[src/rtl/morra_cinese_param_if.sv]
// Morra Cinese game bus: player moves and match configuration into the
// controller core, live round/match results and counters back out.
//   primo, secondo : player moves (00 none, 01 sasso, 10 carta, 11 forbice)
//   cfg            : extra rounds beyond the minimum, taken at match start
//   manche         : last round result (00 none, 01 p1, 10 p2, 11 draw)
//   partita        : match result (00 running, 01 p1, 10 p2, 11 draw)
//   punti1/punti2  : rounds won by each player
//   giocate        : valid rounds played
//   attivo         : match in progress
interface morra_cinese_param_if #(
   parameter int CFG_W = 4,
   parameter int CNT_W = 5
);
   logic [1:0]       primo;
   logic [1:0]       secondo;
   logic [CFG_W-1:0] cfg;
   logic [1:0]       manche;
   logic [1:0]       partita;
   logic [CNT_W-1:0] punti1;
   logic [CNT_W-1:0] punti2;
   logic [CNT_W-1:0] giocate;
   logic             attivo;

   modport master (
      output primo, secondo, cfg,
      input  manche, partita, punti1, punti2, giocate, attivo
   );

   modport slave (
      input  primo, secondo, cfg,
      output manche, partita, punti1, punti2, giocate, attivo
   );
endinterface

[src/rtl/morra_cinese_param.sv]
// Two-player Morra Cinese match controller with configurable match length,
// win margin and minimum round count. One round is evaluated per clock.
//   clk    : clock, all state on the rising edge
//   inizia : synchronous active-high reset / new-match start (samples cfg)
//   bus    : slave side of morra_cinese_param_if (moves in, results out)
//
// state | meaning
// IDLE  | no match since power-up; moves ignored, outputs 0
// GIOCO | match running, one round evaluated per edge
// FINE  | match decided; results held until inizia
module morra_cinese_param #(
   parameter int MIN_MANCHE = 4,
   parameter int LEAD       = 2,
   parameter int CFG_W      = 4,
   parameter int CNT_W      = 5,
   parameter int NO_REPEAT  = 1
) (
   input  logic                   clk,
   input  logic                   inizia,
   morra_cinese_param_if.slave    bus
);

   typedef enum logic [1:0] {
      IDLE  = 2'd0,
      GIOCO = 2'd1,
      FINE  = 2'd2
   } state_t;

   typedef logic [CNT_W:0] wide_t;

   localparam logic [CNT_W-1:0] MIN_C  = CNT_W'(MIN_MANCHE);
   localparam wide_t            LEAD_C = wide_t'(LEAD);

   state_t           state_q, state_d;
   logic [CNT_W-1:0] max_q, max_d;
   logic [CNT_W-1:0] p1_q, p1_d;
   logic [CNT_W-1:0] p2_q, p2_d;
   logic [CNT_W-1:0] g_q, g_d;
   logic [1:0]       manche_q, manche_d;
   logic [1:0]       partita_q, partita_d;
   logic             mem_vld_q, mem_vld_d;
   logic             mem_p2_q, mem_p2_d;
   logic [1:0]       mem_mv_q, mem_mv_d;

   logic             rep_hit;
   logic             invalid;
   logic [1:0]       res;
   logic [CNT_W-1:0] p1_n, p2_n, g_n;
   logic             lead1, lead2;

   function automatic logic beats(input logic [1:0] a, input logic [1:0] b);
      return (a == 2'b01 && b == 2'b11) ||
             (a == 2'b10 && b == 2'b01) ||
             (a == 2'b11 && b == 2'b10);
   endfunction

   // The last winner may not replay the move they won with.
   assign rep_hit = (NO_REPEAT != 0) && mem_vld_q &&
                    (mem_p2_q ? (bus.secondo == mem_mv_q) : (bus.primo == mem_mv_q));

   assign invalid = (bus.primo == 2'b00) || (bus.secondo == 2'b00) || rep_hit;

   assign res = (bus.primo == bus.secondo)    ? 2'b11 :
                beats(bus.primo, bus.secondo) ? 2'b01 : 2'b10;

   assign p1_n = p1_q + {{(CNT_W-1){1'b0}}, (res == 2'b01)};
   assign p2_n = p2_q + {{(CNT_W-1){1'b0}}, (res == 2'b10)};
   assign g_n  = g_q + {{(CNT_W-1){1'b0}}, 1'b1};

   // Extra headroom bit so adding LEAD never wraps.
   assign lead1 = {1'b0, p1_n} >= ({1'b0, p2_n} + LEAD_C);
   assign lead2 = {1'b0, p2_n} >= ({1'b0, p1_n} + LEAD_C);

   always_ff @(posedge clk) begin
      state_q   <= state_d;
      max_q     <= max_d;
      p1_q      <= p1_d;
      p2_q      <= p2_d;
      g_q       <= g_d;
      manche_q  <= manche_d;
      partita_q <= partita_d;
      mem_vld_q <= mem_vld_d;
      mem_p2_q  <= mem_p2_d;
      mem_mv_q  <= mem_mv_d;
   end

   always_comb begin
      state_d   = state_q;
      max_d     = max_q;
      p1_d      = p1_q;
      p2_d      = p2_q;
      g_d       = g_q;
      manche_d  = 2'b00;
      partita_d = partita_q;
      mem_vld_d = mem_vld_q;
      mem_p2_d  = mem_p2_q;
      mem_mv_d  = mem_mv_q;

      if (inizia) begin
         state_d   = GIOCO;
         max_d     = MIN_C + CNT_W'(bus.cfg);
         p1_d      = '0;
         p2_d      = '0;
         g_d       = '0;
         partita_d = 2'b00;
         mem_vld_d = 1'b0;
         mem_p2_d  = 1'b0;
         mem_mv_d  = 2'b00;
      end else begin
         case (state_q)
            GIOCO: begin
               if (!invalid) begin
                  manche_d = res;
                  p1_d     = p1_n;
                  p2_d     = p2_n;
                  g_d      = g_n;
                  // A draw leaves nobody barred from any move.
                  mem_vld_d = (res != 2'b11);
                  mem_p2_d  = (res == 2'b10);
                  mem_mv_d  = (res == 2'b10) ? bus.secondo : bus.primo;

                  if (g_n >= MIN_C && (lead1 || lead2)) begin
                     partita_d = lead1 ? 2'b01 : 2'b10;
                     state_d   = FINE;
                  end else if (g_n == max_q) begin
                     partita_d = (p1_n > p2_n) ? 2'b01 :
                                 (p2_n > p1_n) ? 2'b10 : 2'b11;
                     state_d   = FINE;
                  end
               end
            end
            FINE: begin
               // results held; manche already defaults to none
            end
            default: begin
               p1_d      = '0;
               p2_d      = '0;
               g_d       = '0;
               partita_d = 2'b00;
               mem_vld_d = 1'b0;
            end
         endcase
      end
   end

   assign bus.manche  = manche_q;
   assign bus.partita = partita_q;
   assign bus.punti1  = p1_q;
   assign bus.punti2  = p2_q;
   assign bus.giocate = g_q;
   assign bus.attivo  = (state_q == GIOCO);

endmodule

[src/flat_wrapper.sv]
// flat-port wrapper written by rule: the top's interface ports become plain ports
module morra_cinese_param_flat 
#(
   parameter int MIN_MANCHE = 4,
   parameter int LEAD       = 2,
   parameter int CFG_W      = 4,
   parameter int CNT_W      = 5,
   parameter int NO_REPEAT  = 1
)
  (clk, inizia, bus_primo, bus_secondo, bus_cfg, bus_manche, bus_partita, bus_punti1, bus_punti2, bus_giocate, bus_attivo);
  morra_cinese_param_if #(.CFG_W(CFG_W), .CNT_W(CNT_W)) bus_i ();
  input  logic clk;
  input  logic inizia;
  input wire logic [$bits(bus_i.primo)-1:0] bus_primo;
  input wire logic [$bits(bus_i.secondo)-1:0] bus_secondo;
  input wire logic [$bits(bus_i.cfg)-1:0] bus_cfg;
  output wire logic [$bits(bus_i.manche)-1:0] bus_manche;
  output wire logic [$bits(bus_i.partita)-1:0] bus_partita;
  output wire logic [$bits(bus_i.punti1)-1:0] bus_punti1;
  output wire logic [$bits(bus_i.punti2)-1:0] bus_punti2;
  output wire logic [$bits(bus_i.giocate)-1:0] bus_giocate;
  output wire logic [$bits(bus_i.attivo)-1:0] bus_attivo;
  assign bus_i.primo = bus_primo;
  assign bus_i.secondo = bus_secondo;
  assign bus_i.cfg = bus_cfg;
  assign bus_manche = bus_i.manche;
  assign bus_partita = bus_i.partita;
  assign bus_punti1 = bus_i.punti1;
  assign bus_punti2 = bus_i.punti2;
  assign bus_giocate = bus_i.giocate;
  assign bus_attivo = bus_i.attivo;
  morra_cinese_param #(.MIN_MANCHE(MIN_MANCHE), .LEAD(LEAD), .CFG_W(CFG_W), .CNT_W(CNT_W), .NO_REPEAT(NO_REPEAT)) u_core (.clk(clk), .inizia(inizia), .bus(bus_i));
endmodule
[config.mk]
export PLATFORM = sky130hd
export DESIGN_NAME = morra_cinese_param_flat
export DESIGN_NICKNAME = d
export VERILOG_FILES = /design/src/rtl/morra_cinese_param_if.sv /design/src/rtl/morra_cinese_param.sv /design/src/flat_wrapper.sv
export SDC_FILE = /design/constraint.sdc
export NUM_CORES = 1
export LEC_CHECK = 0
export BUFFER_PORTS_ARGS = -buffer_cell sky130_fd_sc_hd__buf_2
export CORE_ASPECT_RATIO = 1.75
export CORE_MARGIN = 5
export CORE_UTILIZATION = 35
export DETAILED_ROUTE_END_ITERATION = 8
export MAX_ROUTING_LAYER = met4
export PLACE_DENSITY = 0.6
export SKIP_CTS_REPAIR_TIMING = 1
export SYNTH_ARGS = -nofsm -noshare
export SYNTH_HDL_FRONTEND = slang
export SYNTH_SLANG_ARGS = --single-unit
[constraint.sdc]
create_clock -name clk -period 5.2 [get_ports clk]
set_input_delay 1.3 -clock clk [delete_from_list [all_inputs] [get_ports clk]]
set_output_delay 1.3 -clock clk [all_outputs]
set_load 0.01 [all_outputs]
==> run summary <==
DR iter-0 viols = 40
Synth top area share = 0.2404
Input/output buffers = 29
Initial Util = 0.3569
Vias/cell = 5.121
Slew Limit Fails = 0
EDFF count, synth = 5
Fin crit share = 0.9163
Register area share after synthesis = 0.3125
Vias = 1,772
Highest Clock Rate = 0.2099 GHz
Slew Limit Headroom = 0.3268
Length of routed wiring on met1 = 1.908 mm
Fin. Hold Viols = 0
Setup crit start kind = input port
Core Util, Final = 0.4084
Reg2reg setup slack = 1.91 ns
Ys flop type = dfxtp_1
Total track usage = 0.1461
Routed Wire Length = 4.804 mm
Die footprint = 0.007652 mm^2
Fin nets = 295
Clk buf depth = 2
RSZ-0062 raised after global routing = false
Critical path type = in2reg
First-pass GRT wire length = 8.148 mm
Synth area leaders = dfxtp_1 (24%), ha_1 (10%), edfxtp_1 (7.2%), xnor2_1 (7.2%), a21oi_1 (5.8%)
Critical path cell sequence = buf_2 > and3b_1 > o21ai_0 > o21ai_0 > a21oi_1 > ha_1 > ha_1 > xnor2_1 > nand2b_4 > nor2_1 > xnor2_1 > ha_1 > nand2_1 > o31a_1 > a211oi_2 > a211oi_1 > a211o_1
Post-Synth XOR/XNOR Area = 0.1142
CTS tree = yes
Share of layout cells above drive strength 1 = 0.1754
Initial antenna violation count = 0
ANT cells = 0
Post-Syn Instances = 239
GRT Residual Overflow = 0
Top Layer Used = met4
Avg Inst Size Synth = 8.711 um^2
Setup violators final = 0
CP required = 5.38 ns
Router iterations before antenna repair = 4
Worst Path Max Fanout = 10
Netlist cell types = 52
Simple-gate area share of the yosys netlist = 0.1665
Post-synth ARST share = 0
Commonest non-fill, non-tap cell in the layout = buf_2
WL per Instance = 13.88 um
Outcome = finished clean
Largest stage delay on the critical path = 0.40 ns
YS warnings = 0
Crit path arrival time = 4.95 ns
Synth Area in Compound Gates = 0.2422
Worst R2R Start = u_core.bus.punti2[0]$_SDFFE_PP0P_
Largest net degree at the start of global routing = 17
Worst path most repeated cell = ha_1
Adder-cell area share of the yosys netlist = 0.1022
Aggregate negative setup slack = 0 ns
Max_cap viols = 0
CP endpoint kind = register
Die Wd = 68.30 um
FF-to-FF End = u_core.bus.partita[1]$_SDFFE_PP0P_
IO Pins = 30
CTS buffer count = 5
Syn_nets = 266
Register-to-Register Path Depth = 12
Most frequent cells in the layout = buf_2 (29), dfxtp_1 (25), a21oi_1 (24)
Worst Hold Path Cells = 1
Crit path launch = bus_secondo[0]
CP max-delay cell = a211oi_2
Antenna-violating nets left = 0
GPL Wtd Cong = 0.7724
CP bufs+invs = 1
DIE HEIGHT = 112.0 um
Core area = 0.005833 mm^2
Delay-heaviest family, CP = compound AO/OA/AOI/OAI gates
Yosys reg bits = 30
Layout Skew = 0.007769 ns
Measured slew at the worst slew-check pin = 1.008 ns
Critical Path Stages = 17
Min-delay worst type = reg2reg
Tmin final = 4.765 ns
Synthesis-to-layout area growth = 14.42%
Post-synth top area cell = dfxtp_1
Vias in the first global route = 1,757
Critical Path Sink = u_core.bus.partita[1]$_SDFFE_PP0P_
DRC Markers = 0
Mux contribution to synthesized area = 0.01442
Mapped Area = 0.002082 mm^2
Power per cell area = 258.9 mW/mm^2
CTS Root Cell = clkbuf_8
HPWL Detailed = 3.656 mm
Combinational family with the most area after synthesis = compound AO/OA/AOI/OAI gates
Num rows = 37
DR WL met3 = 138 um
Met2 wire length = 2.628 mm
H-tree levels = 2
Clk pin slew, worst setup/hold paths = 0.06 ns
Clk Latency, worst-skew pair = 0.29 ns
Worst vdd ir = 0.1815 mV
Clock sinks = 30
P_leak = 1.036 nW
synth_stat cells (5+ instances only):
cell	n
dfxtp_1	25
nand3_1	8
a21oi_1	24
inv_1	11
nand2b_1	7
nor2_1	17
edfxtp_1	5
nand2_1	20
o21ai_0	16
xor2_1	7
ha_1	17
a22o_1	5
buf_2	5
xnor2_1	17
layout make-up:
type | instances | area [um^2]
Inverter | 11 | 41.29
Tap cell | 78 | 97.59
Timing Repair Buffer | 33 | 175.2
Multi-Input combinational cell | 187 | 1331
Fill cell | 656 | 3451
Clock buffer | 7 | 86.33
Sequential cell | 30 | 650.6
how the worst min path moves through the flow:
stage	from	to	slack, ns
3_5_place_dp	u_core.mem_vld_q$_SDFFE_PP0P_	u_core.mem_vld_q$_SDFFE_PP0P_	0.45
4_1_cts	u_core.mem_vld_q$_SDFFE_PP0P_	u_core.mem_vld_q$_SDFFE_PP0P_	0.46
2_1_floorplan	u_core.mem_vld_q$_SDFFE_PP0P_	u_core.mem_vld_q$_SDFFE_PP0P_	0.43
3_3_place_gp	u_core.mem_vld_q$_SDFFE_PP0P_	u_core.mem_vld_q$_SDFFE_PP0P_	0.44
6_report	u_core.mem_vld_q$_SDFFE_PP0P_	u_core.mem_vld_q$_SDFFE_PP0P_	0.46
5_1_grt	u_core.mem_vld_q$_SDFFE_PP0P_	u_core.mem_vld_q$_SDFFE_PP0P_	0.48
kinds of logic (layout without fill, tap and decap cells):
group | count (synthesis) | count (layout)
AOI/OAI and AO/OA | 73 | 73
xor gates and xnor gates | 25 | 25
adders and majority gates | 17 | 17
buffers and inverters | 22 | 51
DFF | 30 | 30
muxes | 3 | 3
and+or+nand+nor | 69 | 69
metal layers:
layer  GRT usage  vias up
li1            -      912
met5           -        -
met1      0.1483      826
met3     0.03003        9
met4     0.07570        0
met2      0.2526       25
flip-flops by register name (all words and copies together) (netlist names):
register            count
u_core.bus.partita      2
u_core.bus.giocate      5
u_core.mem_vld_q        1
u_core.mem_mv_q         2
u_core.bus.punti1       5
u_core.max_q            5
u_core.state_q          2
u_core.bus.punti2       5
u_core.bus.manche       2
u_core.mem_p2_q         1
worst reg2reg max path, delay by kind of cell, from the launching register on:
family                   cells  cell delay (ns)
AO/OA/AOI/OAI                4             1.10
adder cells (fa/ha/maj)      3             0.74
XOR/XNOR                     2             0.61
AND/OR/NAND/NOR              3             0.39
flip-flops                   1             0.33
where the power goes:
part	switching (mW)	total [mW]	internal [mW]	leakage [nW]
combinational	0.0902	0.155	0.0645	0.739
sequential	0.0132	0.265	0.252	0.252
clock	0.0917	0.197	0.105	0.0443
stage by stage:
step | setup slack [ns] | power (mW) | hold WS, ns | std cells | instance area, um^2
finish | 0.4350 | 0.6168 | 0.4623 | 346 | 2382
global route | 0.1465 | 0.6555 | 0.4810 | 346 | 2382
CTS | 0.4808 | 0.6295 | 0.4634 | 346 | 2382
detailed placement | 0.1839 | 0.4269 | 0.4476 | 339 | 2296
global placement | 0.2318 | 0.4255 | 0.4356 | 339 | 2296
floorplan | 0.6438 | 0.3873 | 0.4261 | 239 | 2082
(Power assumes the default switching activity.)
